==> config.mk <==
export PLATFORM = sky130hd
export DESIGN_NAME = dcache_port_sched
export DESIGN_NICKNAME = d
export VERILOG_FILES = /design/src/rtl/dcache_sched_pkg.sv /design/src/rtl/outst_fifo.sv /design/src/rtl/dcache_port_sched.sv
export SDC_FILE = /design/constraint.sdc
export NUM_CORES = 1
export LEC_CHECK = 0
export ABC_AREA = 1
export ABC_CLOCK_PERIOD_IN_PS = 7800
export BUFFER_PORTS_ARGS = -buffer_cell sky130_fd_sc_hd__buf_2
export CORE_MARGIN = 2
export CORE_UTILIZATION = 42
export CTS_CLUSTER_DIAMETER = 150
export CTS_CLUSTER_SIZE = 14
export DETAILED_ROUTE_END_ITERATION = 8
export GPL_ROUTABILITY_DRIVEN = 0
export PLACE_DENSITY_LB_ADDON = 0.08
export SLEW_MARGIN = 5
export SYNTH_ARGS = -nofsm -noshare
export SYNTH_HDL_FRONTEND = slang
export SYNTH_HIERARCHICAL = 1
export SYNTH_SLANG_ARGS = --single-unit
==> constraint.sdc <==
create_clock -name clk -period 7.8 [get_ports clk]
set_input_delay 1.56 -clock clk [delete_from_list [all_inputs] [get_ports clk]]
set_output_delay 1.56 -clock clk [all_outputs]
set_load 0.02 [all_outputs]
==> src/rtl/dcache_sched_pkg.sv <==
// Shared types for the data-cache port scheduler.
// Latency: n/a (types only).
// Backpressure: n/a (types only).
package dcache_sched_pkg;

    typedef enum logic {
        OWN_PIPE = 1'b0,
        OWN_SB   = 1'b1
    } owner_e;

    typedef enum logic [1:0] {
        ST_IDLE      = 2'd0,
        ST_LOCK_PIPE = 2'd1,
        ST_LOCK_SB   = 2'd2
    } state_e;

    // One outstanding cache request: who owns its data_ok and whether it is dropped.
    typedef struct packed {
        owner_e owner;
        logic   discard;
    } outst_ent_t;

endpackage

==> src/rtl/outst_fifo.sv <==
// In-order outstanding-request FIFO with a broadcast "discard all pipeline entries" port.
// Latency: push visible at head next cycle; head is read combinationally.
// Backpressure: none internally; the caller must not push when full without popping.
// Ports: push/push_ent write, pop advances head, flush_pipe marks stored pipeline entries
//        discarded, head_ent/empty/full/count report state.
module outst_fifo
    import dcache_sched_pkg::*;
#(
    parameter  int DEPTH = 4,
    localparam int AW    = $clog2(DEPTH)
) (
    input  logic       clk,
    input  logic       rst_n,
    input  logic       push,
    input  outst_ent_t push_ent,
    input  logic       pop,
    input  logic       flush_pipe,
    output outst_ent_t head_ent,
    output logic       empty,
    output logic       full,
    output logic [AW:0] count
);

    outst_ent_t  mem [DEPTH];
    logic [AW:0] wptr;
    logic [AW:0] rptr;

    // Pointers carry one extra wrap bit: full when only the MSB differs.
    assign count    = wptr - rptr;
    assign empty    = (wptr == rptr);
    assign full     = (wptr[AW] != rptr[AW]) && (wptr[AW-1:0] == rptr[AW-1:0]);
    assign head_ent = mem[rptr[AW-1:0]];

    always_ff @(posedge clk or negedge rst_n) begin
        if (!rst_n) begin
            wptr <= '0;
            rptr <= '0;
            for (int i = 0; i < DEPTH; i++) begin
                mem[i] <= '0;
            end
        end else begin
            if (flush_pipe) begin
                for (int i = 0; i < DEPTH; i++) begin
                    if (mem[i].owner == OWN_PIPE) begin
                        mem[i].discard <= 1'b1;
                    end
                end
            end
            // Written after the broadcast so a same-cycle push keeps its own discard bit.
            if (push) begin
                mem[wptr[AW-1:0]] <= push_ent;
                wptr              <= wptr + (AW+1)'(1);
            end
            if (pop) begin
                rptr <= rptr + (AW+1)'(1);
            end
        end
    end

endmodule

==> src/rtl/dcache_port_sched.sv <==
// Shares the single D-cache request port between the memory stage and the store-buffer drain.
// Latency: grant to cache_req_o 1 cycle (registered); data_ok to pipe/sb completion 0 cycles.
// Backpressure: request held stable until cache_addr_ok_i; no grant while the queue would be full.
// Ports: pipe_req_* / sb_req_* requesters, cache_* cache port, pipe_rdata_* / sb_done_o completions,
//        outst_num_o queue occupancy, error_o sticky protocol error.
module dcache_port_sched
    import dcache_sched_pkg::*;
#(
    parameter  int ADDR_W      = 32,
    parameter  int DATA_W      = 32,
    parameter  int OUTST_DEPTH = 4,
    parameter  int STARVE_MAX  = 8,
    localparam int CNT_W       = $clog2(OUTST_DEPTH) + 1,
    localparam int STRB_W      = DATA_W / 8,
    localparam int SC_W        = $clog2(STARVE_MAX + 1)
) (
    input  logic              clk,
    input  logic              rst_n,
    input  logic              pipe_req_valid_i,
    input  logic              pipe_req_we_i,
    input  logic [ADDR_W-1:0] pipe_req_addr_i,
    input  logic [DATA_W-1:0] pipe_req_wdata_i,
    input  logic [STRB_W-1:0] pipe_req_wstrb_i,
    output logic              pipe_req_ready_o,
    input  logic              sb_req_valid_i,
    input  logic [ADDR_W-1:0] sb_req_addr_i,
    input  logic [DATA_W-1:0] sb_req_wdata_i,
    input  logic [STRB_W-1:0] sb_req_wstrb_i,
    output logic              sb_req_ready_o,
    input  logic              excep_flush_i,
    output logic              cache_req_o,
    output logic              cache_we_o,
    output logic [ADDR_W-1:0] cache_addr_o,
    output logic [DATA_W-1:0] cache_wdata_o,
    output logic [STRB_W-1:0] cache_wstrb_o,
    input  logic              cache_addr_ok_i,
    input  logic              cache_data_ok_i,
    input  logic [DATA_W-1:0] cache_rdata_i,
    output logic              pipe_rdata_ok_o,
    output logic [DATA_W-1:0] pipe_rdata_o,
    output logic              sb_done_o,
    output logic [CNT_W-1:0]  outst_num_o,
    output logic              error_o
);

    state_e          state;
    logic [SC_W-1:0] starve_cnt;
    logic            flush_pend;

    outst_ent_t      push_ent;
    outst_ent_t      head;
    logic            fifo_empty;
    logic            fifo_full;
    logic            head_discard;

    logic            in_lock;
    logic            push;
    logic            pop;
    logic [CNT_W:0]  occ_next;
    logic            room;
    logic            pipe_cand;
    logic            sb_win;
    logic            pipe_win;
    logic            grant;

    assign in_lock  = (state != ST_IDLE);
    assign push     = in_lock && cache_addr_ok_i;
    assign pop      = cache_data_ok_i && !fifo_empty;

    // A new grant needs room after this cycle's push/pop, which allows back-to-back issue.
    assign occ_next = {1'b0, outst_num_o} + (CNT_W+1)'(push) - (CNT_W+1)'(pop);
    assign room     = (occ_next < (CNT_W+1)'(OUTST_DEPTH));

    // Flush kills the pipeline candidate; the store buffer wins when starved or uncontested.
    assign pipe_cand = pipe_req_valid_i && !excep_flush_i;
    assign sb_win    = sb_req_valid_i && ((starve_cnt == SC_W'(STARVE_MAX)) || !pipe_cand);
    assign pipe_win  = pipe_cand && !sb_win;
    assign grant     = (!in_lock || cache_addr_ok_i) && room && (sb_win || pipe_win);

    always_comb begin
        push_ent         = '0;
        push_ent.owner   = (state == ST_LOCK_SB) ? OWN_SB : OWN_PIPE;
        push_ent.discard = (state == ST_LOCK_PIPE) && (excep_flush_i || flush_pend);
    end

    // A flush in the pop cycle applies to the popped head as well.
    assign head_discard     = head.discard || (excep_flush_i && head.owner == OWN_PIPE);
    assign pipe_rdata_ok_o  = pop && (head.owner == OWN_PIPE) && !head_discard;
    assign sb_done_o        = pop && (head.owner == OWN_SB);
    assign pipe_rdata_o     = pipe_rdata_ok_o ? cache_rdata_i : '0;
    assign pipe_req_ready_o = (state == ST_LOCK_PIPE) && cache_addr_ok_i;
    assign sb_req_ready_o   = (state == ST_LOCK_SB) && cache_addr_ok_i;

    outst_fifo #(.DEPTH(OUTST_DEPTH)) u_outst_fifo (
        .clk        (clk),
        .rst_n      (rst_n),
        .push       (push),
        .push_ent   (push_ent),
        .pop        (pop),
        .flush_pipe (excep_flush_i),
        .head_ent   (head),
        .empty      (fifo_empty),
        .full       (fifo_full),
        .count      (outst_num_o)
    );

    always_ff @(posedge clk or negedge rst_n) begin
        if (!rst_n) begin
            state         <= ST_IDLE;
            cache_req_o   <= 1'b0;
            cache_we_o    <= 1'b0;
            cache_addr_o  <= '0;
            cache_wdata_o <= '0;
            cache_wstrb_o <= '0;
            starve_cnt    <= '0;
            flush_pend    <= 1'b0;
            error_o       <= 1'b0;
        end else begin
            if (grant) begin
                cache_req_o <= 1'b1;
                if (sb_win) begin
                    state         <= ST_LOCK_SB;
                    cache_we_o    <= 1'b1;
                    cache_addr_o  <= sb_req_addr_i;
                    cache_wdata_o <= sb_req_wdata_i;
                    cache_wstrb_o <= sb_req_wstrb_i;
                    starve_cnt    <= '0;
                end else begin
                    state         <= ST_LOCK_PIPE;
                    cache_we_o    <= pipe_req_we_i;
                    cache_addr_o  <= pipe_req_addr_i;
                    cache_wdata_o <= pipe_req_wdata_i;
                    cache_wstrb_o <= pipe_req_wstrb_i;
                    if (sb_req_valid_i) begin
                        starve_cnt <= starve_cnt + SC_W'(1);
                    end
                end
            end else if (push) begin
                state       <= ST_IDLE;
                cache_req_o <= 1'b0;
            end

            // Remember a flush that hits a held pipeline request until the cache takes it.
            if (push) begin
                flush_pend <= 1'b0;
            end else if (state == ST_LOCK_PIPE && excep_flush_i) begin
                flush_pend <= 1'b1;
            end

            if ((cache_data_ok_i && fifo_empty) ||
                (cache_addr_ok_i && !in_lock) ||
                (push && fifo_full && !pop)) begin
                error_o <= 1'b1;
            end
        end
    end

endmodule

==> results.sh, run 1 <==
export IMPL_outcome="finished, final reports clean"
export IMPL_crit_slowest_cell="nor2_1"
export IMPL_met1_usage_pct=27.75
export IMPL_crit_required_ns=8.02
export IMPL_path_buf_inv=5
export IMPL_die_area_um2=13670
export IMPL_reg2reg_slack_ns=3.94
export IMPL_setup_tns_ns=0
export IMPL_core_area_um2=12520
export IMPL_avgSynthCellArea_um2=6.755
export IMPL_async_reset_ff_share_pct=100.0
export IMPL_grt_max_degree=75
export IMPL_cts_hold_buf=0
export IMPL_finalCriticalPeriod_ns=4.606
export IMPL_cap_violations=0
export IMPL_yosysSeqAreaShare_pct=42.98
export IMPL_hold_viol_final=0
export IMPL_yosys_area_top_type="dfrtp_1"
export IMPL_cts_buffers_inserted=9
export IMPL_ys_flop_type="dfrtp_1"
export IMPL_ant_nets=0
export IMPL_synthCells=793
export IMPL_period_share_pct=59.05
export IMPL_min_path_type="reg -> reg"
export IMPL_cp_cell_sequence="buf_2 -> inv_1 -> nor2_1 -> inv_1 -> ha_1 -> inv_1 -> ha_1 -> nand3_1 -> nand2_1 -> nand2_1 -> nand2_1 -> nor2_4 -> nand2_2 -> buf_4 -> nand2_1 -> nand2_1"
export IMPL_min_delay_start="cache_wdata_o[5]"
export IMPL_grt_pass1_wl_mm=24.12
export IMPL_synth_warnings=6
export IMPL_setup_slack_ns=3.194
export IMPL_reg2regPathDepth=18
export IMPL_synth_most_common_cell="nand2_1"
export IMPL_initial_utilization_pct=42.79
export IMPL_layout_nets=1242
export IMPL_io_buffer_count=285
export IMPL_antenna_found_initial=1
export IMPL_grtUsageMet2_pct=39.73
export IMPL_grt_remaining_overflow=0
export IMPL_first_global_vias=5013
export IMPL_drive_above_1_share_pct=29.77
export IMPL_synth_edff_count=0
export IMPL_grt_total_usage_pct=22.57
export IMPL_clk_path_buf_depth=2
export IMPL_path_clk_slew_ns=0.06
export IMPL_drtIter0Drc=315
export IMPL_crit_family="simple AND/OR/NAND/NOR gates"
export IMPL_cts_tree="built"
export IMPL_grt_busiest_layer="met2"
export IMPL_crit_type="in -> reg"
export IMPL_cts_resized=0
export IMPL_p_per_area_nw_per_um2=493.0
export IMPL_arrival_ns=4.83
export IMPL_vias=5655
export IMPL_setup_viol=0
export IMPL_dpl_hpwl_mm=11.60
export IMPL_ir_worst_vdd_mv=0.3940
export IMPL_synth_top_area_share_pct=42.98
export IMPL_hold_depth=2
export IMPL_synth_nets=982
export IMPL_grt_setup_unrepaired="no"
export IMPL_tightestPinTransition_ns=0.8333
export IMPL_crit_top_cell="nand2_1"
export IMPL_use_met3_pct=3.553
export IMPL_slew_headroom_pct=44.38
export IMPL_post_drt_wl_per_cell_um=12.95
export IMPL_ctsRootBufferMaster="clkbuf_16"
export IMPL_ys_seq_elements=92
export IMPL_drcViolationCount=0
export IMPL_htree_levels=3
export IMPL_die_x_um=116.9
export IMPL_clk_latency_ns=0.33
export IMPL_area_growth_pct=31.84
export IMPL_nFillCells=1292
export IMPL_drv_slew=0
export IMPL_cts_setup_buffers=0
export IMPL_wirelength_mm=15.94
export IMPL_viasPerCell=4.594
export IMPL_ys_top_cells_by_area="dfrtp_1, nand2_1, nand3_1, inv_1, nor2_1"
export IMPL_whs_ns=0.4734
export IMPL_r2r_start="u_outst_fifo/rptr[0]"
export IMPL_fmax_ghz=0.2171
export IMPL_worstSetupStartpointType="input port"
export IMPL_netlist_area_um2=5356
export IMPL_skew_ns=0.007246
export IMPL_leakagePower_nw=4.511
export IMPL_die_h_um=116.9
export IMPL_num_rows=41
export IMPL_critical_path_max_fanout=48
export IMPL_synthTopCellsByCount="nand2_1, dfrtp_1, nand3_1, inv_1, nor2_1"
export IMPL_end_kind="register"
export IMPL_r2r_end="cache_wdata_o[27]"
export IMPL_first_pass_iters=4
export IMPL_min_to="cache_wdata_o[5]"
export IMPL_ios=286
export IMPL_yosysUniqueCellTypes=27
export IMPL_cp_slowest_stage_delay_ns=0.65
export IMPL_post_place_ws_ns=2.865
export IMPL_cts_sinks=92
-- sequential cells by signal (all words and copies together) (netlist names) --
name / count
cache_addr_o: 32
cache_req_o: 1
cache_wdata_o: 32
cache_we_o: 1
cache_wstrb_o: 4
error_o: 1
flush_pend: 1
starve_cnt: 4
state: 2
u_outst_fifo/mem: 8
u_outst_fifo/rptr: 3
u_outst_fifo/wptr: 3
-- cell families after synthesis --
kind of cell | synth area share (%)
xor+xnor | 0.6542
fa+ha+maj | 3.177
compound gates | 1.729
buf+inv | 9.974
simple gates | 41.49
flops | 42.98
-- worst max-delay path by stage --
stage          slack [ns]  cells after the start            start                 to
3_5_place_dp         2.87                     16  cache_addr_ok_i    cache_addr_o[0]
5_1_grt              2.85                     16  cache_addr_ok_i  cache_wdata_o[23]
4_1_cts              3.19                     16  cache_addr_ok_i  cache_wdata_o[18]
6_report             3.19                     16  cache_addr_ok_i  cache_wdata_o[27]
2_1_floorplan        3.42                      4    excep_flush_i   pipe_rdata_o[10]
3_3_place_gp         2.95                     16  cache_addr_ok_i    cache_addr_o[2]
-- worst register-to-register path, cell delays in order, from the launching register on --
cell	delay (ns)
dfrtp_1	0.51
ha_1	0.36
nand2_1	0.08
a21oi_1	0.18
inv_1	0.06
nand2_1	0.16
inv_1	0.17
ha_1	0.21
inv_1	0.05
ha_1	0.22
nand3_1	0.11
nand2_1	0.06
nand2_1	0.05
nand2_1	0.07
nor2_4	0.38
nand2_2	0.43
buf_4	0.44
nand2_1	0.16
nand2_1	0.06
-- stage by stage --
step	power (mW)	instance area, µm²	std cells	utilization (%)
2_1_floorplan	2.641	5356	793	-
3_3_place_gp	3.079	6789	1214	54.24
3_5_place_dp	3.111	6789	1214	54.24
4_1_cts	3.512	7059	1230	56.40
5_1_grt	3.801	7062	1231	56.42
6_report	3.482	7062	1231	56.42
-- power breakdown --
| group | total (mW) | switching (mW) | internal [mW] |
|---|---|---|---|
| sequential | 0.833 | 0.123 | 0.710 |
| combinational | 2.25 | 1.63 | 0.616 |
| clock | 0.403 | 0.180 | 0.223 |
| total | 3.48 | 1.93 | 1.55 |
-- final cells by class --
cell class	count	area, µm²	area share (%)
Antenna cell	1	2.502	0.03544
Clock buffer	11	242.7	3.437
Clock inverter	5	27.53	0.3898
Inverter	72	270.3	3.827
Multi-Input combinational cell	587	2527	35.79
Sequential cell	92	2302	32.60
Tap cell	172	215.2	3.047
Timing Repair Buffer	291	1474	20.87
-- cells in the final DEF, fill, tap and decap left out --
| master | n |
|---|---|
| nor2_1 | 43 |
| nor2_2 | 1 |
| nand4_1 | 5 |
| o21ai_1 | 6 |
| xnor2_1 | 1 |
| nor3_1 | 1 |
| nor4_2 | 1 |
| clkinvlp_4 | 1 |
| o21ai_0 | 4 |
| buf_2 | 284 |
| a21oi_1 | 4 |
| clkbuf_1 | 1 |
| diode_2 | 1 |
| clkbuf_8 | 1 |
| inv_1 | 68 |
| buf_4 | 7 |
| dfrtp_1 | 92 |
| clkbuf_16 | 9 |
| o21a_1 | 1 |
| clkinv_1 | 1 |
| nand3b_1 | 2 |
| nand2_2 | 3 |
| inv_2 | 3 |
| o21bai_1 | 1 |
| fa_1 | 1 |
| ha_1 | 12 |
| clkinv_2 | 4 |
| nor2_4 | 1 |
| xor2_1 | 3 |
| a22oi_1 | 1 |
| nand2_1 | 411 |
| nand3_1 | 85 |
-- layer usage --
| metal | routed length (µm) | part of all wire [%] | vias to the layer above |
|---|---|---|---|
| met2 | 7976 | 50 | 194 |
| met4 | 296 | 1.9 | 0 |
| met3 | 939 | 5.9 | 16 |
| met5 | 0 | 0 | - |
| met1 | 6728 | 42 | 2513 |
| li1 | - | - | 2932 |
(Power assumes the default switching activity.)
==> run 2: changes to the inputs <==
--- a/config.mk
+++ b/config.mk
@@ -5,11 +5,11 @@
 export SDC_FILE = /design/constraint.sdc
 export NUM_CORES = 1
 export LEC_CHECK = 0
-export ABC_AREA = 1
-export ABC_CLOCK_PERIOD_IN_PS = 7800
+export ABC_AREA = 0
+export ABC_CLOCK_PERIOD_IN_PS = 4019
 export BUFFER_PORTS_ARGS = -buffer_cell sky130_fd_sc_hd__buf_2
 export CORE_MARGIN = 2
-export CORE_UTILIZATION = 42
+export CORE_UTILIZATION = 40
 export CTS_CLUSTER_DIAMETER = 150
 export CTS_CLUSTER_SIZE = 14
 export DETAILED_ROUTE_END_ITERATION = 8
==> constraint.sdc (replaced) <==
create_clock -name clk -period 4.02 [get_ports clk]
set_input_delay 0.804 -clock clk [delete_from_list [all_inputs] [get_ports clk]]
set_output_delay 0.804 -clock clk [all_outputs]
set_load 0.02 [all_outputs]
==> run 2 against run 1 <==
Effect of this change:
- non-clock buffer count increased by 2
- sequential power grew 100%
- combinational power up 79%
- critical path type is now reg -> reg
- largest cell class unchanged
- largest power group unchanged
- highest routed layer unchanged
==> results.sh, run 2 <==
export IMPL_comb_power_share_pct=61.2
export IMPL_antenna_found_initial=0
export IMPL_setup_tns_ns=0
export IMPL_cap_violations=0
export IMPL_drive_above_1_share_pct=66.57
export IMPL_grt_setup_unrepaired="no"
export IMPL_hold_viol_final=0
export IMPL_drcViolationCount=0
export IMPL_p_per_area_nw_per_um2=950.1
export IMPL_ys_flop_type="dfrtp_1"
export IMPL_min_path_type="in -> async"
export IMPL_critical_path_max_fanout=40
export IMPL_grt_max_degree=54
export IMPL_die_area_um2=13440
export IMPL_setup_viol=0
export IMPL_p_seq_share_pct=25.7
export IMPL_p_int_mw=3.998
export IMPL_p_sw_share_pct=39.28
export IMPL_finalCriticalPeriod_ns=3.668
export IMPL_post_drt_wl_per_cell_um=14.64
export IMPL_drv_slew=0
export IMPL_post_place_ws_ns=0.3419
export IMPL_synth_nets=581
export IMPL_synth_top_area_share_pct=45.94
export IMPL_first_pass_iters=4
export IMPL_outcome="finished, final reports clean"
export IMPL_wirelength_mm=12.45
export IMPL_grt_total_usage_pct=18.66
export IMPL_die_x_um=115.9
export IMPL_worstSetupStartpointType="register"
export IMPL_nFillCells=1090
export IMPL_synthCells=392
export IMPL_io_buffer_count=285
export IMPL_crit_required_ns=4.24
export IMPL_setup_slack_ns=0.3517
export IMPL_multi_input_area_um2=2527
export IMPL_vias=4040
export IMPL_arrival_ns=3.89
export IMPL_ios=286
export IMPL_cts_resized=0
export IMPL_most_common_layout_cells="buf_2, mux2_2, dfrtp_1, and2_1, inv_1"
export IMPL_end_kind="register"
export IMPL_clk_latency_ns=0.34
export IMPL_yosys_area_top_type="dfrtp_1"
export IMPL_synth_most_common_cell="mux2_2"
export IMPL_clk_path_buf_depth=2
export IMPL_synth_edff_count=0
export IMPL_synthTopCellsByCount="mux2_2, dfrtp_1, and2_1, inv_1, ha_1"
export IMPL_layout_nets=867
export IMPL_initial_utilization_pct=41.37
export IMPL_antenna_cells=0
export IMPL_yosysSeqAreaShare_pct=45.94
export IMPL_core_area_um2=12110
export IMPL_ys_seq_elements=92
export IMPL_synth_warnings=6
export IMPL_cts_hold_buf=0
export IMPL_avgSynthCellArea_um2=12.78
export IMPL_reg2reg_slack_ns=0.35
export IMPL_slew_headroom_pct=56.75
export IMPL_crit_type="reg -> reg"
export IMPL_netlist_area_um2=5011
export IMPL_cts_setup_buffers=0
export IMPL_cts_buffers_inserted=9
export IMPL_ir_worst_vdd_mv=0.5848
export IMPL_async_reset_ff_share_pct=100.0
export IMPL_ctsRootBufferMaster="clkbuf_16"
export IMPL_ant_nets=0
export IMPL_cts_sinks=92
export IMPL_clkPwrFrac_pct=13.0
export IMPL_fmax_ghz=0.2726
export IMPL_drtIter0Drc=72
export IMPL_cts_tree="built"
export IMPL_p_sw_mw=2.586
export IMPL_path_clk_slew_ns=0.06
export IMPL_ys_top_cells_by_area="dfrtp_1, mux2_2, and2_1, ha_1, buf_6"
export IMPL_largestRegisters="cache_addr_o x32, cache_wdata_o x32, u_outst_fifo/mem x8"
export IMPL_area_growth_pct=38.30
export IMPL_yosysUniqueCellTypes=35
export IMPL_grt_remaining_overflow=0
export IMPL_first_global_vias=4102
export IMPL_layout_commonest_cell="buf_2"
export IMPL_period_share_pct=91.25
export IMPL_final_seq_area_um2=2302
export IMPL_num_rows=40
export IMPL_skew_ns=0.008329
export IMPL_leakagePower_nw=3.552
export IMPL_htree_levels=3
export IMPL_tightestPinTransition_ns=0.6488
export IMPL_viasPerCell=4.753
export IMPL_grt_pass1_wl_mm=19.40
export IMPL_dpl_hpwl_mm=9.834
export IMPL_die_h_um=115.9
run 2: changes by cell type in the layout (fill, tap and decap cells not counted), moves of 7 or more:
cell	delta
mux2_2	+142
nor2_1	-36
nand2b_1	+7
nand2_1	-402
nand3_1	-83
inv_1	-48
and2_1	+34
run 2: final timing paths:
| path | start | to | cells after the start |
|---|---|---|---|
| max in group asynchronous | rst_n | cache_wdata_o[13] | 2 |
| setup / recovery | u_outst_fifo/wptr[0] | cache_addr_o[12] | 11 |
| setup reg to reg | u_outst_fifo/wptr[0] | cache_addr_o[12] | 11 |
| min in group clk | cache_req_o | cache_req_o | 1 |
| hold / removal | rst_n | cache_wdata_o[3] | 1 |
| hold reg to reg | cache_req_o | cache_req_o | 1 |
run 2: worst max-delay path: stages, from the launching register on:
cell and delay [ns]:
dfrtp_1 0.42, inv_1 0.12, ha_1 0.15, inv_1 0.05, fa_1 0.43, xnor2_1 0.30
inv_1 0.11, ha_1 0.31, or4_4 0.57, a221oi_4 0.41, buf_12 0.27, mux2_2 0.37
run 2: cell type report:
| cell class | count | area share, % |
|---|---|---|
| Clock inverter | 4 | 0.7041 |
| Inverter | 20 | 1.083 |
| Clock buffer | 11 | 3.647 |
| Multi-Input combinational cell | 262 | 36.47 |
| Tap cell | 168 | 3.033 |
| Sequential cell | 92 | 33.22 |
| Timing Repair Buffer | 293 | 21.85 |
run 2: metal layers:
layer | GRT usage (%) | part of all wire, %
met1 | 22.40 | 41
met2 | 32.20 | 50
met3 | 4.079 | 6.3
met4 | 8.333 | 2.3
met5 | 0 | 0
run 2: per-stage QoR:
| stage | cell area [µm²] | std cells | power, mW | hold slack (ns) | utilization (%) |
|---|---|---|---|---|---|
| after floorplan | 5011 | 392 | 4.872 | 0.4635 | - |
| after global placement | 6629 | 835 | 5.672 | 0.4766 | 54.73 |
| after detailed placement | 6629 | 835 | 5.810 | 0.4776 | 54.73 |
| after CTS | 6930 | 850 | 6.680 | 0.4925 | 57.22 |
| after global routing | 6930 | 850 | 7.041 | 0.5120 | 57.22 |
| final | 6930 | 850 | 6.585 | 0.4855 | 57.22 |
run 2: cell families after synthesis:
logic type	share of synthesized area (%)
compound gates	3.670
xor+xnor	1.223
fa+ha+maj	3.396
buf+inv	3.970
flops	45.94
mux	33.16
simple gates	8.639
run 2: power by group through the flow:
stage          logic, mW  clock network, mW  registers [mW]
6_report            4.03              0.856            1.70
5_1_grt             4.36              0.923            1.76
4_1_cts             4.10              0.878            1.70
3_5_place_dp        4.11                  0            1.70
3_3_place_gp        3.98                  0            1.69
2_1_floorplan       2.74                  0            2.13
